<file path="config.mk">
export PLATFORM = sky130hd
export DESIGN_NAME = clint_timer
export DESIGN_NICKNAME = d
export VERILOG_FILES = /design/src/rtl/clint_pkg.sv /design/src/rtl/clint_tick_gen.sv /design/src/rtl/clint_timer.sv
export SDC_FILE = /design/constraint.sdc
export NUM_CORES = 1
export LEC_CHECK = 0
export CORE_ASPECT_RATIO = 1.5
export CORE_MARGIN = 4
export CORE_UTILIZATION = 49
export CTS_CLUSTER_SIZE = 25
export DETAILED_ROUTE_END_ITERATION = 16
export PLACE_DENSITY = 0.72
export SLEW_MARGIN = 20
export SYNTH_ARGS = -nofsm -noshare
export SYNTH_HDL_FRONTEND = slang
export SYNTH_SLANG_ARGS = --single-unit
</file>
<file path="constraint.sdc">
create_clock -name clk -period 6.24 [get_ports clk]
set_input_delay 1.248 -clock clk [delete_from_list [all_inputs] [get_ports clk]]
set_output_delay 1.248 -clock clk [all_outputs]
set_load 0.05 [all_outputs]
</file>
<file path="src/rtl/clint_pkg.sv">
// Shared constants, bus FSM encoding and address decode for the core-local interruptor.
package clint_pkg;

  localparam logic [31:0] CLINT_MSIP        = 32'h0000_0000;
  localparam logic [31:0] CLINT_MTIMECMP_LO = 32'h0000_4000;
  localparam logic [31:0] CLINT_MTIMECMP_HI = 32'h0000_4004;
  localparam logic [31:0] CLINT_MTIME_LO    = 32'h0000_BFF8;
  localparam logic [31:0] CLINT_MTIME_HI    = 32'h0000_BFFC;

  localparam logic [63:0] MTIMECMP_RST = 64'hFFFF_FFFF_FFFF_FFFF;

  typedef enum logic {
    ST_IDLE = 1'b0,
    ST_RESP = 1'b1
  } bus_state_e;

  typedef enum logic [2:0] {
    SEL_NONE,
    SEL_MSIP,
    SEL_CMP_LO,
    SEL_CMP_HI,
    SEL_MTIME_LO,
    SEL_MTIME_HI
  } reg_sel_e;

  function automatic reg_sel_e decode(input logic [31:0] addr);
    case (addr)
      CLINT_MSIP:        return SEL_MSIP;
      CLINT_MTIMECMP_LO: return SEL_CMP_LO;
      CLINT_MTIMECMP_HI: return SEL_CMP_HI;
      CLINT_MTIME_LO:    return SEL_MTIME_LO;
      CLINT_MTIME_HI:    return SEL_MTIME_HI;
      default:           return SEL_NONE;
    endcase
  endfunction

endpackage

</file>
<file path="src/rtl/clint_tick_gen.sv">
// Prescaler producing one mtime increment strobe every TICK_DIV clock cycles.
module clint_tick_gen #(
  parameter int unsigned TICK_DIV = 1
) (
  input  logic clk,
  input  logic reset,
  output logic tick
);

  localparam logic [15:0] LAST = 16'(TICK_DIV - 1);

  logic [15:0] count;

  assign tick = (count == LAST);

  // NOTE: state registers use non-blocking assignments so every flop samples pre-edge values.
  always_ff @(posedge clk) begin
    if (reset) begin
      count <= '0;
    end else if (tick) begin
      count <= '0;
    end else begin
      count <= count + 16'd1;
    end
  end

endmodule

</file>
<file path="src/rtl/clint_timer.sv">
// CLINT: 64-bit mtime/mtimecmp, msip, and a two-state bus slave with one response pulse per access.
module clint_timer
  import clint_pkg::*;
#(
  parameter int unsigned TICK_DIV = 1,
  parameter int unsigned ADDR_W   = 16
) (
  input  logic              clk,
  input  logic              reset,
  input  logic              bus_req,
  input  logic              bus_we,
  input  logic [ADDR_W-1:0] bus_addr,
  input  logic [31:0]       bus_wdata,
  output logic              bus_ready,
  output logic              bus_rvalid,
  output logic [31:0]       bus_rdata,
  output logic              bus_err,
  output logic              timer_irq,
  output logic              soft_irq,
  output logic [63:0]       mtime_o
);

  bus_state_e state, state_next;
  reg_sel_e   sel;
  logic       tick;
  logic       accept;
  logic       wr;
  logic       rd;
  logic [63:0] mtime;
  logic [63:0] mtimecmp;
  logic [31:0] hi_shadow;
  logic        msip;
  logic [31:0] rdata_mux;

  clint_tick_gen #(.TICK_DIV(TICK_DIV)) u_tick_gen (
    .clk   (clk),
    .reset (reset),
    .tick  (tick)
  );

  assign sel     = decode(32'(bus_addr));
  assign accept  = bus_req && bus_ready;
  assign wr      = accept && bus_we;
  assign rd      = accept && !bus_we;
  assign mtime_o = mtime;

  always_ff @(posedge clk) begin
    if (reset) begin
      state <= ST_IDLE;
    end else begin
      state <= state_next;
    end
  end

  // NOTE: every output of this block gets a default first so no path leaves it unassigned (no latch).
  always_comb begin
    state_next = state;
    bus_ready  = 1'b0;
    bus_rvalid = 1'b0;
    case (state)
      ST_IDLE: begin
        bus_ready = 1'b1;
        if (bus_req) state_next = ST_RESP;
      end
      ST_RESP: begin
        bus_rvalid = 1'b1;
        state_next = ST_IDLE;
      end
      default: state_next = ST_IDLE;
    endcase
  end

  // Hi half reads come from the shadow so a lo-then-hi pair is a consistent 64-bit sample.
  always_comb begin
    rdata_mux = '0;
    case (sel)
      SEL_MSIP:     rdata_mux = {31'b0, msip};
      SEL_CMP_LO:   rdata_mux = mtimecmp[31:0];
      SEL_CMP_HI:   rdata_mux = mtimecmp[63:32];
      SEL_MTIME_LO: rdata_mux = mtime[31:0];
      SEL_MTIME_HI: rdata_mux = hi_shadow;
      default:      rdata_mux = '0;
    endcase
  end

  // A bus write to either mtime half suppresses that cycle's increment.
  always_ff @(posedge clk) begin
    if (reset) begin
      mtime     <= '0;
      hi_shadow <= '0;
    end else begin
      if (wr && sel == SEL_MTIME_LO) begin
        mtime[31:0] <= bus_wdata;
        hi_shadow   <= mtime[63:32];
      end else if (wr && sel == SEL_MTIME_HI) begin
        mtime[63:32] <= bus_wdata;
        hi_shadow    <= bus_wdata;
      end else begin
        if (tick) mtime <= mtime + 64'd1;
        if (rd && sel == SEL_MTIME_LO) hi_shadow <= mtime[63:32];
      end
    end
  end

  always_ff @(posedge clk) begin
    if (reset) begin
      mtimecmp <= MTIMECMP_RST;
      msip     <= 1'b0;
    end else if (wr) begin
      case (sel)
        SEL_MSIP:   msip            <= bus_wdata[0];
        SEL_CMP_LO: mtimecmp[31:0]  <= bus_wdata;
        SEL_CMP_HI: mtimecmp[63:32] <= bus_wdata;
        default:    ;
      endcase
    end
  end

  always_ff @(posedge clk) begin
    if (reset) begin
      bus_rdata <= '0;
      bus_err   <= 1'b0;
      timer_irq <= 1'b0;
      soft_irq  <= 1'b0;
    end else begin
      timer_irq <= (mtime >= mtimecmp);
      soft_irq  <= msip;
      if (accept) begin
        bus_rdata <= rd ? rdata_mux : 32'd0;
        bus_err   <= (sel == SEL_NONE);
      end
    end
  end

endmodule

</file>
# Yosys cells after proc, flatten, opt, wreduce, memory -nomap -nowiden
# Index checks and enable logic that the tools add are counted.
dict set report totals {
  register_bits 213
  inputBits 52
}
dict set report op_classes {
  add_sub_neg 2
  order_cmp 1
  n_eq_ne 10
  mux 14
  bitwise 2
  reduce_logical 19
}
# cell count
set ops {}
lappend ops {{$mux 32} 7}
lappend ops {{$pmux 32 s5} 1}
lappend ops {{$add 64x1->64 const B} 1}
lappend ops {{$ge 64x64->1} 1}
lappend ops {{$mux 64} 1}
lappend ops {{$eq 16x15->1 const B} 2}
lappend ops {{$eq 16x16->1 const B} 2}
lappend ops {{$logic_not 16->1} 2}
lappend ops {{$add 16x1->16 const B} 1}
lappend ops {{$pmux 3 s5} 1}
lappend ops {{$reduce_and 2->1} 5}
lappend ops {{$eq 3x2->1 const B} 2}
lappend ops {{$eq 3x3->1 const B} 2}
lappend ops {{$logic_and 1x1->1} 6}
lappend ops {{$reduce_bool 2->1} 2}
lappend ops {{$eq 3x1->1 const B} 1}
lappend ops {{$logic_not 3->1} 1}
lappend ops {{$mux 1} 3}
lappend ops {{$reduce_bool 3->1} 1}
lappend ops {{$ne 2x2->1 const B} 1}
lappend ops {{$not 1->1} 2}
lappend ops {{$pmux 1 s2} 1}
lappend ops {{$reduce_or 2->1} 1}
lappend ops {{$logic_not 1->1} 1}

# Depth between registers and ports, before layout
# Gate-level depths: netlist of the first run.
dict set report logic_depth {
  word_depth 7
  ltp_mapped 10
  mapped_depth_nobuf 8
}

# Cells and area by module
# Synthesis of the first run repeated with hierarchy kept, for this count alone.
dict set report hier_totals {
  hier_cells 1398
  area_unflattened_um2 11541.1
}
# mod instances cells_each area_per_inst_um2
set by_module_without_submodules {}
lappend by_module_without_submodules {clint_timer 1 1312 10784.1}
lappend by_module_without_submodules {clint_tick_gen 1 86 757.0}

# Worst setup path after synthesis of the first run
# Ideal clock, no wire load.
dict set report synth_path {
  path_type {input-to-reg}
  startpoint {input port bus_addr[14]}
  endpoint {register mtime[40], in the netlist mtime_o[40]}
  setup_time_ns 0.074
  t_arrival_ns 3.089
  required_ns 6.166
  setup_slack_ns 3.077
  cell_stages 8
  path_cell_list {nand4b_4 -> or4_1 -> buf_2 -> nor3_4 -> o21ai_1 -> buf_2 -> or4_1 -> a31oi_1}
}
dict set report synth_via {
  elab_chain_len 6
  word_cells_on_any_way 14
  cone_classes {eq/ne (6); mux (2); bitwise (1); reduce/logical (5)}
}
# element line_no
set synth_rtl {}
lappend synth_rtl {{from (decl)} clint_timer.sv:12} ;# input logic [ADDR_W-1:0] bus_addr,
lappend synth_rtl {{$eq 16x16->1, or another cell as far along} clint_pkg.sv:27} ;# case (addr)
lappend synth_rtl {{$pmux 3 s5 (*)} clint_pkg.sv:27}
lappend synth_rtl {{$eq 3x3->1, on equally long branches} {clint_timer.sv:95, clint_timer.sv:92}}
lappend synth_rtl {{$logic_and 1x1->1, on equally long branches} {clint_timer.sv:95, clint_timer.sv:92}}
lappend synth_rtl {{$reduce_bool 2->1 (no line) / $not 1->1 (equally long branches)} n/a}
lappend synth_rtl {{$reduce_and 2->1 (no line)} n/a}
lappend synth_rtl {{to (signal assigned)} clint_timer.sv:96} ;# mtime[63:32] <= bus_wdata;
lappend synth_rtl {{to (signal assigned)} clint_timer.sv:99} ;# if (tick) mtime <= mtime + 64'd1;
lappend synth_rtl {{to (decl)} clint_timer.sv:29} ;# logic [63:0] mtime;
# Mark *: on every way between the ends. The rest lies on a longest branch, timed or not.
# A chain may end at the register's enable or synchronous reset.

# Worst setup path after layout of the first run
dict set report layout_path {
  startpoint {input port bus_addr[14]}
  endpoint {register hi_shadow[21]}
}
dict set report layout_via {
  elab_chain_len 6
  word_cells_on_any_way 14
  cone_classes {eq/ne (6); mux (3); reduce/logical (5)}
}
# element line_no
set layout_rtl {}
lappend layout_rtl {{$eq 16x16->1, or another cell as far along} clint_pkg.sv:27}
lappend layout_rtl {{$pmux 3 s5 (*)} clint_pkg.sv:27}
lappend layout_rtl {{$eq 3x3->1} clint_timer.sv:95} ;# end else if (wr && sel == SEL_MTIME_HI) begin
lappend layout_rtl {{$logic_and 1x1->1} clint_timer.sv:95}
lappend layout_rtl {{$mux 32} clint_timer.sv:95}
lappend layout_rtl {{$mux 32} clint_timer.sv:92} ;# if (wr && sel == SEL_MTIME_LO) begin
lappend layout_rtl {{to (signal assigned)} clint_timer.sv:94} ;# hi_shadow <= mtime[63:32];
lappend layout_rtl {{to (signal assigned)} clint_timer.sv:97} ;# hi_shadow <= bus_wdata;
lappend layout_rtl {{to (signal assigned)} clint_timer.sv:100} ;# if (rd && sel == SEL_MTIME_LO) hi_shadow <= mtime[63:32];
lappend layout_rtl {{to (decl)} clint_timer.sv:31} ;# logic [31:0] hi_shadow;
# Marked as above.

==> results of run 1 <==
## worst max-delay path, stage by stage
cell and delay [ns]:
clkdlybuf4s50_1 0.51, nand4b_4 0.23, or4_1 0.70, nor2_2 0.73
nand2_1 0.19, a21oi_2 0.67, a22o_1 0.24
## Yosys cell counts, drive strengths merged (24+ instances only)
library cell	number	area, um^2
a211oi	43	323
o21ai	57	285
nor2	84	315
nand2	231	867
a31oi	30	194
xnor2	24	210
ha	67	838
a222oi	31	310
dfxtp	213	4260
inv	77	289
nand4	39	244
nand3	35	180
a22o	43	377
a21oi	37	189
o211ai	72	541
clkbuf	75	282
## power by group
| part | switching (mW) | leakage (nW) | total (mW) | internal (mW) |
|---|---|---|---|---|
| registers | 0.00433 | 1.72 | 1.37 | 1.36 |
| clock network | 0.564 | 0.387 | 1.44 | 0.879 |
| logic | 0.0742 | 3.63 | 0.118 | 0.0443 |
| total | 0.643 | 5.73 | 2.93 | 2.28 |
## cells in the final DEF, fill, tap and decap left out, drive strengths merged, types with 24 or more instances in the layout
| master | instances |
|---|---|
| a211oi | 43 |
| a21oi | 37 |
| a222oi | 31 |
| a22o | 43 |
| a31oi | 30 |
| clkbuf | 31 |
| clkdlybuf4s50 | 151 |
| dfxtp | 213 |
| ha | 67 |
| inv | 77 |
| nand2 | 231 |
| nand3 | 35 |
| nand4 | 39 |
| nor2 | 84 |
| o211ai | 72 |
| o21ai | 57 |
| xnor2 | 24 |
## path summary, 6_finish.rpt
kind / slack [ns] / cells after the start / endpoint / startpoint
max: 2.16 / 7 / hi_shadow[21]$_SDFFE_PP0P_ / bus_addr[14]
min: 0.46 / 2 / hi_shadow[0]$_SDFFE_PP0P_ / hi_shadow[0]$_SDFFE_PP0P_
max reg2reg: 2.77 / 8 / mtime_o[21]$_SDFFE_PP0P_ / u_tick_gen.count[0]$_SDFF_PP0_
min reg2reg: 0.46 / 2 / hi_shadow[0]$_SDFFE_PP0P_ / hi_shadow[0]$_SDFFE_PP0P_
## sequential cells by signal, summed over array words and instances (netlist names)
signal	cells
bus_err	1
bus_rdata	32
hi_shadow	32
msip	1
mtime_o	64
mtimecmp	64
soft_irq	1
state	1
timer_irq	1
u_tick_gen.count	16
## cells by family after synthesis
family,count (synthesis)
muxes,12
xor gates and xnor gates,45
adders and majority gates,67
and+or+nand+nor,507
DFF,213
buffers and inverters,172
AOI/OAI and AO/OA,374
## routing by layer
| metal | vias to the layer above | wire [um] | track usage (%) |
|---|---|---|---|
| met2 | 503 | 19700 | 51.1 |
| met1 | 5467 | 14800 | 34.3 |
| met3 | 127 | 2450 | 3.81 |
| li1 | 5328 | - | - |
| met5 | - | 0 | 0 |
| met4 | 0 | 1910 | 15.3 |
## metrics by stage
stage               setup slack [ns]  power (mW)  hold slack (ns)
finish                          2.16        2.93            0.461
global route                    2.03        3.00            0.490
CTS                             2.17        2.94            0.463
detailed placement              1.71        1.51            0.447
global placement                1.75        1.51            0.440
floorplan                       3.08        1.44            0.425
## area by class of cell
type	count	area, um^2
Sequential cell	213	4260
Timing Repair Buffer	170	1650
Multi-Input combinational cell	1005	6620
Clock inverter	10	153
Clock buffer	31	636
Tap cell	315	394
Fill cell	2042	9050
Inverter	77	289
==> results.md, run 1 <==
- Rows: 68
- Chip width: 133 um
- Seq cells post-synth: 213
- CP startpoint kind: input pin
- Synthesized area per cell: roughly 8.3 um^2
- Number of global-route vias before repair: about 11000
- Final Hold Vio Count: 0
- Placed cell area: 13200 um^2
- Fin cells: ~1800
- Top FF cell, synth: dfxtp_1
- # setup viols final: 0
- First-pass GRT wire length: 61.5 mm
- Chip Height: 195 um
- Count of buffers from port buffering: 152
- Asr flop ratio synth: 0%
- Post-synth cell types: 67
- # IOs: 153
- Share of cells above drive strength 1: 5.25%
- CTS tree: yes
- Via count: between 10000 and 15000
- Worst-skew pair later-pin latency: a little over 0.5 ns
- P&R area growth vs syn: 22.1%
- Clock slew at reported path FFs: 0.06 ns
- Maximum root-to-sink buffer count: 3
- Post-DRT Antenna Nets: 0
- Total setup buffers inserted after CTS: 0
- GPL Wtd Cong: 0.884
- Max Clock Freq: ~0.25 GHz
- Synth Warn #: 0
- Max-cap check violation count: 0
- P_leak: 5.73 nW
- Initial DRT Pass Iterations: 7
- Critical Path Sink Type: flop
- N_diodes: 0
- Post-Syn Nets: 1509
- Dpl cells: ~1800
- Max IR drop VDD: 176 uV
- Status: finished, final reports clean
- CTS H-tree lvls: 1
- Total core area: roughly 23000 um^2
- Compound-Gate Fraction of Synth Area: between 20% and 30%
- # nets final: 1609
- Vias per inst: 6.27
- Final instance area: approximately 14000 um^2
- CTS resizes: 0
- Mapped Area: 11500 um^2
- CTS root buf: clkbuf_16
- CTS Sinks: between 200 and 250
- EDFF count, synth: 0
- Xor/xnor share of the synthesized area: ~3.4%
- Type of the tightest min-delay check: flop to flop
- Initial antenna violation count: 0
- GRT Residual Overflow: 0
- Largest net degree at the start of global routing: 65
- Clk_skew: 0.0134 ns
- Slew of the pin with the lowest slew margin: around 1.2 ns
- Tmin final: 4.08 ns
- Main combinational cell family by area after synthesis: compound AO/OA/AOI/OAI gates
- Crit path required time: ~6.7 ns
- Die area: around 26000 um^2
- Post-synthesis mux area share: 1.05%
- Utilization after layout: between 60 and 70%
- Overall routed net length: 38.8 mm
- Drt drc: 0
- All-Layer GR Usage: 29.1%
- Setup tns final: 0 ns
- Crit path arrival time: roughly 4.5 ns
- CTS buffer count: 23
- WL/cell: 21.3 um
- HPWL after DPL: 26.8 mm
- Synth Instances: approximately 1400
- Post-synthesis adder-cell area fraction: 7.30%
- Crit Path Class: input pin to flop
- Slew Viols, Final: 0
- Final period utilization: 65.3%
- Synth Area in Simple Gates: 21.5%
- DR iter-0 viols: 961
- Unrepaired setup endpoints after global routing: no
- Initial Util: around 50%
- Power density cells: ~210 nW/um^2
- Relative slew slack: roughly 19%
- # hold bufs at CTS: 0
- Seq/Total Area, Yosys: a little under two fifths
- Crit-path max FO: 16
No activity file was read; power rests on OpenSTA's default activity.
==> run 2, diff against run 1 <==
Clock period 6.24 ns to 4.2 ns, I/O delays scaled along.
==> run 2 against run 1 <==
- design area is 0.96% higher
- combinational power is 48% higher
- clock power up 40%
- first-iteration DRC count up 26%
- cell count is 1.3% higher
- sequential cell count did not move
- global-route usage fell by 0.69 points
- core utilization is 0.58 points higher
- sequential share of layout area is 0.29 points lower
- worst setup slack worse by 1.2 ns
- hold slack lost 0.0020 ns
- wire length down 1.8%
- critical path type unchanged
- largest power group is now sequential cells
- highest routed layer unchanged
==> results.md, run 2 (synthesized netlist as in run 1, its figures left out) <==
- Slew of the pin with the lowest slew margin: 1.02 ns (-0.191 ns)
- Count of buffers from port buffering: 152 (unchanged)
- CTS tree: yes
- Maximum root-to-sink buffer count: 3 (unchanged)
- HP Start: hi_shadow[31]$_SDFFE_PP0P_
- Vias per inst: 6.25 (-0.43%)
- # IOs: 153 (unchanged)
- Peak per-stage delay on the critical path: 0.72 ns (about the same)
- Largest net degree at the start of global routing: 57 (-12%)
- # hold bufs at CTS: 0 (unchanged)
- CTS H-tree lvls: 1 (unchanged)
- Total setup buffers inserted after CTS: 0 (unchanged)
- Worst reg2reg path startpoint: mtime_o[0]$_SDFFE_PP0P_
- Initial DRT Pass Iterations: 7 (unchanged)
- CP startpoint kind: input pin
- Share of cells above drive strength 1: 6.61% (+1.4 points)
- Met3 Usage GRT: 3.40% (-0.41 points)
- Crit Path Class: input pin to flop
- Clk_skew: 0.0187 ns (+0.00527 ns)
- Crit path buf inv count: 2 (+1)
- Multi-input logic area: 6600 um^2 (-0.26%)
- Commonest non-fill, non-tap cell in the layout: nand2_1
- WL/cell: 20.7 um (-3.0%)
- Number of global-route vias before repair: 11233 (+0.20%)
- Via count: 11520 (+0.83%)
- CP dominant cell by count: or4_1
- GRT Residual Overflow: 0 (unchanged)
- Final period utilization: 75.9%
- Type of the tightest min-delay check: flop to flop
- CTS resizes: 0 (unchanged)
- Family with the most delay on the worst path: simple AND/OR/NAND/NOR gates
- Relative slew slack: 32.1% (+13 points)
- Hold Slack: 0.459 ns (-0.00199 ns)
- First-pass GRT wire length: 60.4 mm (-1.8%)
- Clock slew at reported path FFs: 0.06 ns (about the same)
- CTS buffer count: 23 (unchanged)
- P&R area growth vs syn: 23.2%
- # setup viols final: 0 (unchanged)
- All-Layer GR Usage: 28.4% (-0.69 points)
- HPWL after DPL: 27.5 mm (+2.5%)
- Final Hold Vio Count: 0 (unchanged)
- Die area: 26000 um^2 (unchanged)
- Chip width: 133 um (unchanged)
- Max Clock Freq: ~0.31 GHz
- Worst-skew pair later-pin latency: 0.52 ns (about the same)
- Met2 Use GR: 51.0% (-0.094 points)
- DR iter-0 viols: 1212 (+26%)
- Status: finished, final reports clean
- Fill count: 2020 (-1.1%)
- GPL Wtd Cong: 0.908 (+2.8%)
- Met1 usage: 32.9% (-1.3 points)
- Setup tns final: 0 ns (unchanged)
- Total core area: 23100 um^2 (unchanged)
- Drt drc: 0 (unchanged)
- Most frequent cells in the layout: nand2_1 (231), dfxtp_1 (213), clkdlybuf4s50_1 (151)
- Chip Height: 195 um (unchanged)
- Max IR drop VDD: 260 uV (+48%)
- Crit path cell chain: clkdlybuf4s50_1 -> nand4b_4 -> or4_1 -> nor3_4 -> o21ai_2 -> buf_4 -> or4_1 -> a41oi_1
- Slew Viols, Final: 0 (unchanged)
- # nets final: 1632 (+1.4%)
- Overall routed net length: 38.1 mm (-1.8%)
- Power density cells: 299 nW/um^2 (+43%)
- CTS Sinks: 213 (unchanged)
- Critical Path Sink Type: flop
- Crit path required time: 4.62 ns (-2.06 ns)
- Storage cell area: 4260 um^2 (unchanged)
- Crit-path slowest cell: or4_1
- Unrepaired setup endpoints after global routing: no
- Initial Util: 49.8% (unchanged)
- GRT Max-Usage Layer: met2
- Tmin final: around 3.2 ns
- CTS root buf: clkbuf_16
- Initial antenna violation count: 0 (unchanged)
- Crit path arrival time: 3.61 ns (-0.91 ns)
- Post-DRT Antenna Nets: 0 (unchanged)
- N_diodes: 0 (unchanged)
- Crit. Startpoint: bus_addr[14]
- Max-cap check violation count: 0 (unchanged)
- Tot Pwr: 4.22 mW (+44%)
- R2R setup slack: 1.08 ns (-1.69 ns)
- Crit-path max FO: 22 (+6)
- P_leak: 5.83 nW (+1.7%)
- Rows: 68 (unchanged)
[run 2: changes by cell type in the layout (fill, tap and decap cells not counted)]
cell       change
nor2_2         +1
buf_4         +21
clkbuf_8       +3
buf_12         +2
a311oi_4       -1
inv_6          +1
nor2_4         -1
a311oi_2       +1
and2_4         -1
clkbuf_1       +1
clkinv_2       -2
bufinv_16      -3
and2_2         +1
[run 2: final timing paths]
| path | end | cells after the start |
|---|---|---|
| max | mtime_o[53]$_SDFFE_PP0P_ | 8 |
| min | hi_shadow[31]$_SDFFE_PP0P_ | 2 |
| min reg2reg | hi_shadow[31]$_SDFFE_PP0P_ | 2 |
| max reg2reg | mtime_o[58]$_SDFFE_PP0P_ | 8 |
[run 2: cell type report]
type	instances	share of cell area (%)
Clock buffer	35	4.81
Clock inverter	6	0.434
Inverter	77	2.04
Multi-Input combinational cell	1005	46.7
Sequential cell	213	30.2
Tap cell	315	2.79
Timing Repair Buffer	193	13.1
[run 2: report_power, final]
group          leakage (nW)  internal (mW)  switching (mW)
combinational          3.75         0.0673           0.108
sequential             1.72           2.02         0.00628
clock                 0.364           1.18           0.842
[run 2: routing by layer]
metal,up-vias,routed length (um)
met5,-,0
met4,0,2020
met3,127,2510
met2,536,19300
met1,5467,14300
li1,5390,-
[run 2: metrics by stage]
step / area [um^2] / util (%) / std cells / setup WS (ns)
after floorplan: 11500 / - / 1390 / 1.44
final: 14100 / 61.3 / 1844 / 1.01
after detailed placement: 13400 / 58.1 / 1803 / 0.537
after CTS: 14100 / 61.3 / 1844 / 1.03
after global placement: 13400 / 58.1 / 1803 / 0.594
after global routing: 14100 / 61.3 / 1844 / 0.916
[run 2: worst register-to-register path, stage by stage, from the launching register on]
cell	delay (ns)
dfxtp_1	0.49
ha_1	0.41
and4_1	0.27
nand4_1	0.26
nor4_2	0.74
buf_4	0.28
nand4_1	0.13
or3_1	0.33
a41oi_1	0.14
==> run 3, diff against run 2 <==
Settings changed: PLACE_DENSITY 0.72 to 0.75.
Clock period 4.2 ns to 2.6 ns, I/O delays scaled along.
==> run 3 against run 2 <==
- die area is the same
- sequential power up 61%
- first-iteration DRC count shrank 0.17%
- core utilization grew 5.2 points
- hold slack better by 0.0064 ns
- via count increased by 5.9%
- critical path depth is 1 higher
==> results.md, run 3 (synthesized netlist as in run 1, its figures left out) <==
- Die area: 26000 um^2 (unchanged)
- Final Hold Vio Count: 0 (unchanged)
- P_leak: 6.53 nW (+12%)
- WL/cell: 20.8 um (+0.60%)
- Crit path buf inv count: 3 (+1)
- Tot Pwr: 7.21 mW (+71%)
- Fin cells: 1956 (+6.1%)
- CTS buffer count: 22 (-4.3%)
- P&R area growth vs syn: 33.6%
- Final period utilization: 97.5%
- Rows: 68 (unchanged)
- N_diodes: 0 (unchanged)
- Power density cells: 470 nW/um^2 (+57%)
- Worst reg2reg endpoint: mtime_o[53]$_SDFFE_PP0P_
- CP dominant cell by count: buf_4
- # nets final: 1744 (+6.9%)
- Critical Path Sink Type: flop
- Overall routed net length: 40.7 mm (+6.7%)
- Drt drc: 0 (unchanged)
- Worst hold endpoint: hi_shadow[0]$_SDFFE_PP0P_
- Count of buffers from port buffering: 152 (unchanged)
- HP Start: hi_shadow[0]$_SDFFE_PP0P_
- # setup viols final: 0 (unchanged)
- Status: finished, final reports clean
- Clk_skew: 0.0179 ns (-0.000817 ns)
- First-pass GRT wire length: 64.6 mm (+6.9%)
- Maximum root-to-sink buffer count: 3 (unchanged)
- Clock slew at reported path FFs: 0.07 ns (about the same)
- Share of cells above drive strength 1: 14.1% (+7.5 points)
- Vias per inst: 6.23 (-0.21%)
- Final instance area: 15300 um^2 (+8.4%)
- CP startpoint kind: flop
- Total core area: 23100 um^2 (unchanged)
- GPL Wtd Cong: 0.909 (about the same)
- # IOs: 153 (unchanged)
- Initial Util: 49.8% (unchanged)
- Dpl cells: 1913 (+6.1%)
- CTS Sinks: 213 (unchanged)
- Largest net degree at the start of global routing: 73 (+28%)
- Initial antenna violation count: 0 (unchanged)
- Slew Viols, Final: 0 (unchanged)
- Crit-path max FO: 4 (-82%)
- Hold Slack: 0.465 ns (+0.00638 ns)
- Max-cap check violation count: 0 (unchanged)
- FF-to-FF path depth: 9 (+1)
- Tmin final: 2.53 ns
- Most frequent cells in the layout: nand2_1 (231), dfxtp_1 (203), clkdlybuf4s50_1 (151)
- Peak per-stage delay on the critical path: 0.42 ns (-0.30 ns)
- Via count: 12194 (+5.9%)
- DR iter-0 viols: 1210 (-0.17%)
- Number of global-route vias before repair: 11999 (+6.8%)
- Worst-skew pair later-pin latency: 0.52 ns (about the same)
- Crit path arrival time: 2.96 ns (-0.65 ns)
- Crit path required time: 3.02 ns (-1.60 ns)
- Chip width: 133 um (unchanged)
- # hold bufs at CTS: 0 (unchanged)
- R2R setup slack: 0.07 ns (-1.01 ns)
- Fill count: 1882 (-6.8%)
- HPWL after DPL: 29.9 mm (+8.7%)
- Placed cell area: 14400 um^2 (+7.8%)
- Worst reg2reg path startpoint: mtime_o[13]$_SDFFE_PP0P_
- Chip Height: 195 um (unchanged)
- Max Clock Freq: around 0.4 GHz
- Initial DRT Pass Iterations: 11 (+4)
- Commonest non-fill, non-tap cell in the layout: nand2_1
- CTS H-tree lvls: 1 (unchanged)
- Hold Path Depth: 2 (unchanged)
- Slew of the pin with the lowest slew margin: 0.838 ns (-0.181 ns)
- CTS tree: yes
- Post-DRT Antenna Nets: 0 (unchanged)
- GRT Residual Overflow: 0 (unchanged)
- Type of the tightest min-delay check: flop to flop
- Family with the most delay on the worst path: simple AND/OR/NAND/NOR gates
- All-Layer GR Usage: 30.5% (+2.1 points)
- Crit Path Class: flop to flop
- Crit-path slowest cell: or4_1
- Max IR drop VDD: 423 uV (+63%)
- Setup tns final: 0 ns (unchanged)
- Crit path cell chain: and4_1 -> nand4_1 -> buf_4 -> nor4b_4 -> buf_4 -> buf_4 -> nand4_1 -> or4_1 -> a41oi_1
- Relative slew slack: 44.0% (+12 points)
- CTS root buf: clkbuf_16
==> run 3: changes by cell type in the layout (fill, tap and decap cells not counted), sizes merged <==
| cell | previous run | this run |
|---|---|---|
| buf | 42 | 155 |
| clkinv | 3 | 7 |
| bufinv | 1 | 5 |
| inv | 78 | 77 |
| clkbuf | 35 | 28 |
| clkinvlp | 1 | 0 |
==> run 3: how the worst max path moves through the flow <==
stage                                    from                         end  slack, ns  cells past startpoint
2_1_floorplan        mtime_o[43]$_SDFFE_PP0P_    mtime_o[57]$_SDFFE_PP0P_      -0.02                      6
3_3_place_gp                     bus_addr[14]  hi_shadow[19]$_SDFFE_PP0P_      -0.62                      9
3_5_place_dp                      bus_addr[4]    mtime_o[47]$_SDFFE_PP0P_      -0.61                      9
4_1_cts        u_tick_gen.count[0]$_SDFF_PP0_    mtime_o[47]$_SDFFE_PP0P_       0.02                      9
5_1_grt                           bus_addr[4]    mtime_o[37]$_SDFFE_PP0P_     -0.002                      8
6_report             mtime_o[13]$_SDFFE_PP0P_    mtime_o[53]$_SDFFE_PP0P_       0.07                      9
==> run 3: repair_timing <==
item | CTS | global route
endpoints found under the hold margin | 0 | 0
pin swaps | 0 | 4
endpoints found under the setup margin | 18 | 19
buffers inserted | 0 | 3
resized for setup | 2 | 7
==> run 3: cell type report <==
class                   count  area (um^2)  area share [%]
clock buffers              28          634            4.14
multi-input cells        1005         6630            43.3
clock inverters            12          189            1.23
well taps                 315          394            2.57
flip-flops and latches    213         4280            27.9
repair buffers            306         2920            19.0
inverters                  77          289            1.88
==> run 3: routing by layer <==
metal | GRT usage [%] | share of wire [%] | vias to the layer above
li1 | - | - | 5616
met1 | 36.2 | 37 | 5852
met2 | 54.1 | 50 | 573
met3 | 3.58 | 6.7 | 153
met4 | 15.3 | 5.6 | 0
met5 | 0 | 0 | -
==> run 3: report_power, final <==
| group | total, mW | leakage, nW | internal, mW | switching, mW |
|---|---|---|---|---|
| Sequential | 3.27 | 1.72 | 3.27 | 0.00391 |
| Clock | 3.60 | 0.412 | 2.22 | 1.38 |
| Combinational | 0.337 | 4.39 | 0.143 | 0.194 |
==> run 3: worst register-to-register path, delay by kind of cell, from the launching register on <==
kind                   cells  cell delay, ns
buffers and inverters      3            0.51
AO/OA/AOI/OAI              1            0.19
AND/OR/NAND/NOR            5            1.35
flip-flops                 1            0.40
==> run 3: per-stage QoR <==
stage | setup WS (ns) | util [%]
after floorplan | -0.0246 | -
after global placement | -0.615 | 62.5
after detailed placement | -0.606 | 62.7
after CTS | 0.0178 | 66.3
after global routing | -0.00162 | 66.5
final | 0.0650 | 66.5
